$ cat src/rtl/slot_card_responder.sv
// Card-side virtual slot front end: scan-time slot discovery, bus decode, fixed-latency read return.
// Optional $C800 expansion-ROM support is enabled by defining SLOT_RESP_C8_EN.
module slot_card_responder #(
    parameter logic [7:0]  CARD_ID    = 8'd1,
    parameter int unsigned RD_LATENCY = 1
) (
    input  logic        clk_logic,
    input  logic        system_reset_n,
    input  logic [2:0]  slot,
    input  logic [7:0]  card_id,
    input  logic        config_select_n,
    input  logic        dev_select_n,
    input  logic        io_select_n,
    input  logic        io_strobe_n,
    input  logic [15:0] addr,
    input  logic        rw_n,
    input  logic [7:0]  data_in,
    input  logic        bus_strobe,
    input  logic [7:0]  rdata_i,
    output logic        configured,
    output logic [2:0]  my_slot,
    output logic        reg_wr,
    output logic        reg_rd,
    output logic [3:0]  reg_addr,
    output logic [7:0]  reg_wdata,
    output logic        cn_rd,
    output logic        c8_rd,
    output logic [10:0] rom_addr,
    output logic        c8_owner,
    output logic [7:0]  data_out,
    output logic        data_out_en
);

    localparam int unsigned CNT_W = 3;

    typedef enum logic [1:0] {UNCONF, SCAN, ACTIVE, NOIDENT} state_t;

    state_t             state_q, state_d;
    logic               matched_q, matched_d;
    logic [2:0]         my_slot_q, my_slot_d;
    logic               configured_q, configured_d;
    logic               reg_wr_q, reg_wr_d;
    logic               reg_rd_q, reg_rd_d;
    logic [3:0]         reg_addr_q, reg_addr_d;
    logic [7:0]         reg_wdata_q, reg_wdata_d;
    logic               cn_rd_q, cn_rd_d;
    logic               c8_rd_q, c8_rd_d;
    logic [10:0]        rom_addr_q, rom_addr_d;
    logic               owner_q, owner_d;
    logic [7:0]         data_out_q, data_out_d;
    logic               data_out_en_q, data_out_en_d;
    logic [CNT_W-1:0]   cnt_q, cnt_d;
    logic               read_pulse;

`ifndef SLOT_RESP_C8_EN
    // Without expansion-ROM support these inputs carry no meaning for the card.
    logic unused_c8;
    assign unused_c8 = ^{io_strobe_n, addr[15:8]};
`endif

    // State and output registers
    always_ff @(posedge clk_logic or negedge system_reset_n) begin
        if (!system_reset_n) begin
            state_q       <= UNCONF;
            matched_q     <= 1'b0;
            my_slot_q     <= 3'd0;
            configured_q  <= 1'b0;
            reg_wr_q      <= 1'b0;
            reg_rd_q      <= 1'b0;
            reg_addr_q    <= 4'd0;
            reg_wdata_q   <= 8'd0;
            cn_rd_q       <= 1'b0;
            c8_rd_q       <= 1'b0;
            rom_addr_q    <= 11'd0;
            owner_q       <= 1'b0;
            data_out_q    <= 8'd0;
            data_out_en_q <= 1'b0;
            cnt_q         <= '0;
        end else begin
            state_q       <= state_d;
            matched_q     <= matched_d;
            my_slot_q     <= my_slot_d;
            configured_q  <= configured_d;
            reg_wr_q      <= reg_wr_d;
            reg_rd_q      <= reg_rd_d;
            reg_addr_q    <= reg_addr_d;
            reg_wdata_q   <= reg_wdata_d;
            cn_rd_q       <= cn_rd_d;
            c8_rd_q       <= c8_rd_d;
            rom_addr_q    <= rom_addr_d;
            owner_q       <= owner_d;
            data_out_q    <= data_out_d;
            data_out_en_q <= data_out_en_d;
            cnt_q         <= cnt_d;
        end
    end

    // Next-state: read return, access decode, then scan (scan overrides on a rescan)
    always_comb begin
        state_d       = state_q;
        matched_d     = matched_q;
        my_slot_d     = my_slot_q;
        configured_d  = configured_q;
        reg_wr_d      = 1'b0;
        reg_rd_d      = 1'b0;
        reg_addr_d    = reg_addr_q;
        reg_wdata_d   = reg_wdata_q;
        cn_rd_d       = 1'b0;
        c8_rd_d       = 1'b0;
        rom_addr_d    = rom_addr_q;
        owner_d       = owner_q;
        data_out_d    = data_out_q;
        data_out_en_d = data_out_en_q;
        cnt_d         = cnt_q;
        read_pulse    = 1'b0;

        // Any strobe retires the previous read data and cancels a pending read.
        if (bus_strobe) begin
            data_out_en_d = 1'b0;
            cnt_d         = '0;
        end else if (cnt_q != '0) begin
            cnt_d = cnt_q - CNT_W'(1);
            if (cnt_q == CNT_W'(1)) begin
                data_out_d    = rdata_i;
                data_out_en_d = 1'b1;
            end
        end

        if (state_q == ACTIVE && bus_strobe) begin
            if (!dev_select_n) begin
                if (slot == my_slot_q) begin
                    reg_addr_d = addr[3:0];
                    if (rw_n) begin
                        reg_rd_d   = 1'b1;
                        read_pulse = 1'b1;
                    end else begin
                        reg_wr_d    = 1'b1;
                        reg_wdata_d = data_in;
                    end
                end
            end else if (!io_select_n) begin
                if (slot == my_slot_q) begin
`ifdef SLOT_RESP_C8_EN
                    owner_d = 1'b1;
`endif
                    if (rw_n) begin
                        cn_rd_d    = 1'b1;
                        rom_addr_d = {3'b000, addr[7:0]};
                        read_pulse = 1'b1;
                    end
                end else begin
                    owner_d = 1'b0;
                end
            end
`ifdef SLOT_RESP_C8_EN
            else if (!io_strobe_n && owner_q) begin
                if (rw_n) begin
                    c8_rd_d    = 1'b1;
                    rom_addr_d = addr[10:0];
                    read_pulse = 1'b1;
                end
                // $CFFF releases the space after this access completes.
                if (addr == 16'hCFFF) begin
                    owner_d = 1'b0;
                end
            end
`endif
        end

        if (read_pulse) begin
            cnt_d = CNT_W'(RD_LATENCY);
        end

        if (!config_select_n) begin
            if (slot == 3'd0) begin
                state_d       = SCAN;
                configured_d  = 1'b0;
                owner_d       = 1'b0;
                data_out_en_d = 1'b0;
                matched_d     = 1'b0;
                cnt_d         = '0;
            end
            if (slot == 3'd0 || state_q == SCAN) begin
                if (card_id == CARD_ID) begin
                    my_slot_d = slot;
                    matched_d = 1'b1;
                end
                if (slot == 3'd7) begin
                    state_d      = matched_d ? ACTIVE : NOIDENT;
                    configured_d = matched_d;
                end
            end
        end
    end

    assign configured  = configured_q;
    assign my_slot     = my_slot_q;
    assign reg_wr      = reg_wr_q;
    assign reg_rd      = reg_rd_q;
    assign reg_addr    = reg_addr_q;
    assign reg_wdata   = reg_wdata_q;
    assign cn_rd       = cn_rd_q;
    assign c8_rd       = c8_rd_q;
    assign rom_addr    = rom_addr_q;
    assign c8_owner    = owner_q;
    assign data_out    = data_out_q;
    assign data_out_en = data_out_en_q;

endmodule

$ cat config.mk
export PLATFORM = sky130hd
export DESIGN_NAME = slot_card_responder
export DESIGN_NICKNAME = d
export VERILOG_FILES = /design/src/rtl/slot_card_responder.sv
export SDC_FILE = /design/constraint.sdc
export NUM_CORES = 1
export LEC_CHECK = 0
export BUFFER_PORTS_ARGS = -buffer_cell sky130_fd_sc_hd__buf_2
export CORE_MARGIN = 2
export CORE_UTILIZATION = 35
export DETAILED_ROUTE_END_ITERATION = 6
export REMOVE_ABC_BUFFERS = 1
export SLEW_MARGIN = 40
export SYNTH_ARGS = -nofsm -noshare
export SYNTH_HDL_FRONTEND = slang
export SYNTH_SLANG_ARGS = --single-unit
$ cat constraint.sdc
create_clock -name clk_logic -period 2 [get_ports clk_logic]
set_input_delay 0.1 -clock clk_logic [delete_from_list [all_inputs] [get_ports clk_logic]]
set_output_delay 0.1 -clock clk_logic [all_outputs]
set_load 0.01 [all_outputs]
# == After elaboration in Yosys (flattened, before gate mapping) ==
# Cells that the tools add are included.
# word_totals
inputBits,51
register_bits,43
# op_classes
n_eq_ne,6
bitwise_logic,5
n_addsub,1
mux,41
reduce_logical,9
# ops
operator,n
$mux 1,33
$mux 3,5
$reduce_and 3->1,3
$eq 8x1->1 const B,1
$mux 2,3
$not 1->1,5
$reduce_and 5->1,1
$reduce_and 4->1,1
$eq 3x1->1 const B,1
$eq 3x3->1,1
$eq 3x3->1 const B,1
$logic_not 3->1,1
$reduce_bool 3->1,1
$sub 3x1->3 const B,1
$eq 2x1->1 const B,1
$eq 2x2->1 const B,1
$logic_and 1x1->1,1
$logic_or 1x1->1,1

# == Logic depth before layout (Yosys ltp) ==
# depth
ltp_word,8
mapped_depth,6

# == Worst setup path after synthesis ==
# No wires, ideal clock.
# synth_timing
path_type,flip-flop to flip-flop
from,"register my_slot_q[0], in the netlist my_slot[0]"
to,"register reg_wdata_q[0], in the netlist reg_wdata[0]"
t_required_ns,1.875
t_arrival_ns,1.750
path_slack_ns,0.125
path_stages_with_launch,6
synth_period_minus_slack_ns,1.875
cell_sequence,dfrtp_1 -> xor2_1 -> or4_1 -> buf_6 -> nor2_8 -> mux2_2
# synth_via
elab_chain_cells,2
# synth_rtl
item,line,rtl
"start, declared",40,"logic [2:0] my_slot_q, my_slot_d;"
"start signal, assigned",82,my_slot_q <= my_slot_d;
$eq 3x3->1,131,if (slot == my_slot_q) begin
$reduce_and 4->1 (no source line),--,
"end signal, assigned",87,reg_wdata_q <= reg_wdata_d;
"end, declared",45,"logic [7:0] reg_wdata_q, reg_wdata_d;"
# Every way passes these cells.
# A chain may end at the register's enable or synchronous reset.

# == Worst setup path after layout ==
# layout_timing
from,"register my_slot_q[0], in the netlist my_slot[0]"
to,"register reg_wdata_q[3], in the netlist reg_wdata[3]"
# The elaborated chain is that of the path after synthesis.

==> key figures <==
Floorplanning
  • Top-Level Pins: 92
  • Core box area: just over 5000 um2
  • Die height: ~77 um
  • Initial Utilization: a little over a third
  • Row Count: 26
  • Die area: 5860 um2
  • Die Wd: about 77 um

Clock tree
  • Clock Path Buffers: 2
  • Sink Count: 43
  • Clock Tree Root: clkbuf_8
  • CTS tree: done
  • CTS buffer count: 5
  • CTS H-tree lvls: 2
  • Worst-Skew Late Latency: 0.29 ns
  • Clk slew on worst S/H paths: around 0.080 ns

Drt
  • Post-Route WL: approximately 3600 um
  • Avg WL per Cell: 12.1 um
  • DR vias/cell: between 4 and 5
  • Drt initial violations: 41
  • Post-route DRC: 0
  • Drt pass-1 iters: 4
  • Final ANT Viol Nets: 0
  • Vias post-DR: roughly 1400

Layout
  • Nets: around 280
  • Layout cells sized above 1: 55.8%
  • Area Growth Syn to Fin: 32.7%
  • Diode count: 0
  • Fin cells: 296
  • Register area: around 1100 um2
  • FILL cells: 488
  • Final core occ: 47.9%
  • Area of the multi-input gates: 713 um2

Timing
  • Setup violators final: 0
  • Fin. max-slew vios: 0
  • Final Hold Viols: 0
  • Max Clk Rate: 542 MHz
  • Final worst path period share: 92.2%
  • Period minus WS final: 1.84 ns
  • RSZ-0062 raised after global routing: false
  • Setup TNS: 0 ns
  • Worst hold slack: 0.0414 ns
  • Clk_skew: roughly 0.003 ns

Logic synthesis
  • Syn avg cell area: 13.5 um2
  • Post-synth EDFFs: 0
  • Post-Synth XOR/XNOR Area: 1.90%
  • Post-synthesis mux area share: a little under 20%
  • Synth Area in Simple Gates: 10.6%
  • Post-synthesis adder-cell area fraction: approximately 2%
  • Post-synth cell types: 33
  • Seq/Total Area, Yosys: 58.4%
  • Ys Warns: 0
  • Compound-Gate Fraction of Synth Area: 3.67%
  • Largest family of logic cells by synthesized area: multiplexers
  • Syn Inst Count: approximately 140
  • Main flop type after synthesis: dfrtp_1
  • Yosys reg bits: 43
  • Netlist Area Pre-Place: 1840 um2
  • Ys async rst share: 100%

Global route
  • Global-route wire length before repair: just over 6000 um
  • Largest net degree at the start of global routing: 16
  • GRT Resource Usage Total: 13.0%
  • Total grt overflow: 0
  • Number of global-route vias before repair: 1309
  • Initial antenna violation count: 0

Min path
  • HP Class: input pin to flop

Placed design
  • Cell Count Post-Placement: 287
  • IO Port Bufs: 78
  • Dpl hpwl: 2770 um
  • Gp weighted congestion: 0.795

Worst setup path
  • Critical Path RT: 2.18 ns
  • CP Launch Type: flop
  • Worst Path Max Fanout: 9
  • CP Capture Type: flop
  • WS Path Type: flop to flop
  • Critical path arrival: 2.02 ns

Pwr
  • P per Cell Area: 866 nW/um2
  • Overall Power: 2.12 mW
  • Leakage: 1.39 nW
  • Worst VDD drop: 0.000297 V

Job
  • Max-Cap Viols: 0

Run status
  • Outcome: finished clean
cell families after synthesis:
kind of cell | after synthesis
DFF | 43
muxes | 32
and+or+nand+nor | 31
buffers and inverters | 12
AOI/OAI and AO/OA | 10
xor gates and xnor gates | 4
adders and majority gates | 3
other | 1
path summary, 6_finish.rpt:
check | startpoint | to | slack (ns) | cells after the start
worst max register to register | my_slot[0] | reg_wdata[3] | 0.16 | 4
worst max-delay path | my_slot[0] | reg_wdata[3] | 0.16 | 4
worst min register to register | matched_q | matched_q | 0.48 | 2
worst min-delay path | addr[5] | rom_addr[5] | 0.04 | 2
max in group asynchronous | system_reset_n | cn_rd | 1.26 | 3
min in group asynchronous | system_reset_n | reg_wr | 0.23 | 2
layout by cell type (no fill, tap or decap), drive strengths merged, types with 2 or more instances in the layout:
cell type / instances
clkbuf: 8
mux2: 31
ha: 3
nand2: 5
buf: 84
inv: 6
nor2: 8
nor4b: 2
dfrtp: 43
xor2: 3
nand3: 2
o21ai: 2
or4: 2
conb: 4
nor4: 3
a21oi: 3
nor3: 3
Yosys cell counts, types with 2 or more instances:
cell type   n  share of area (%)
a21oi_1     3               0.81
buf_4       4                1.6
dfrtp_1    43                 58
ha_1        3                2.0
inv_1       6                1.2
mux2_2     31                 19
nand2_1     5                1.0
nand3_1     2               0.54
nor2_1      7                1.4
nor3_1      3               0.81
nor4_1      3                1.0
nor4b_1     2               0.95
o21ai_0     2               0.54
xor2_1      3                1.4
worst max-delay path, cell delays in order, from the launching register on:
cell     delay [ns]
dfrtp_1        0.40
xor2_1         0.19
or4_4          0.59
nor2_8         0.19
mux2_2         0.36
flip-flops by register name, indices dropped and copies added, names as in the netlist, 2 cells and up:
name and count:
state_q 2, reg_addr 4, my_slot 3, data_out 8, cnt_q 3, reg_wdata 8, rom_addr 8
where the power goes:
| group | internal, mW | switching, mW | leakage, nW | total (mW) |
|---|---|---|---|---|
| registers | 0.987 | 0.0553 | 0.576 | 1.04 |
| clock network | 0.315 | 0.273 | 0.0515 | 0.588 |
| logic | 0.242 | 0.244 | 0.757 | 0.486 |
| total | 1.54 | 0.573 | 1.38 | 2.12 |
metal layers:
| layer | GRT usage [%] | part of all wire, % | up-vias |
|---|---|---|---|
| met5 | 0 | 0 | - |
| met4 | 4.55 | 0.67 | 0 |
| met3 | 4.74 | 8.9 | 4 |
| met2 | 19.9 | 44 | 62 |
| met1 | 16.9 | 47 | 636 |
| li1 | - | - | 658 |
through the flow:
stage	setup WS, ns	area (um2)
final	0.156	2440
after global routing	0.0785	2440
after CTS	0.0480	2440
after detailed placement	0.0637	2330
after global placement	0.0868	2330
after floorplan	0.0425	1810
layout make-up:
| type | count | area share, % |
|---|---|---|
| inverters | 6 | 0.921 |
| flip-flops and latches | 43 | 44.0 |
| clock buffers | 8 | 4.09 |
| well taps | 70 | 3.58 |
| repair buffers | 85 | 18.2 |
| multi-input cells | 84 | 29.2 |
timing repair:
item                                    in CTS  in global routing
hold endpoints to repair                    13                  0
setup buffers                                0                  0
resized for setup                            0                  1
hold buffers                                 1                  0
endpoints found under the setup margin       0                  8
Note: power is estimated with default switching activity, not from simulation.
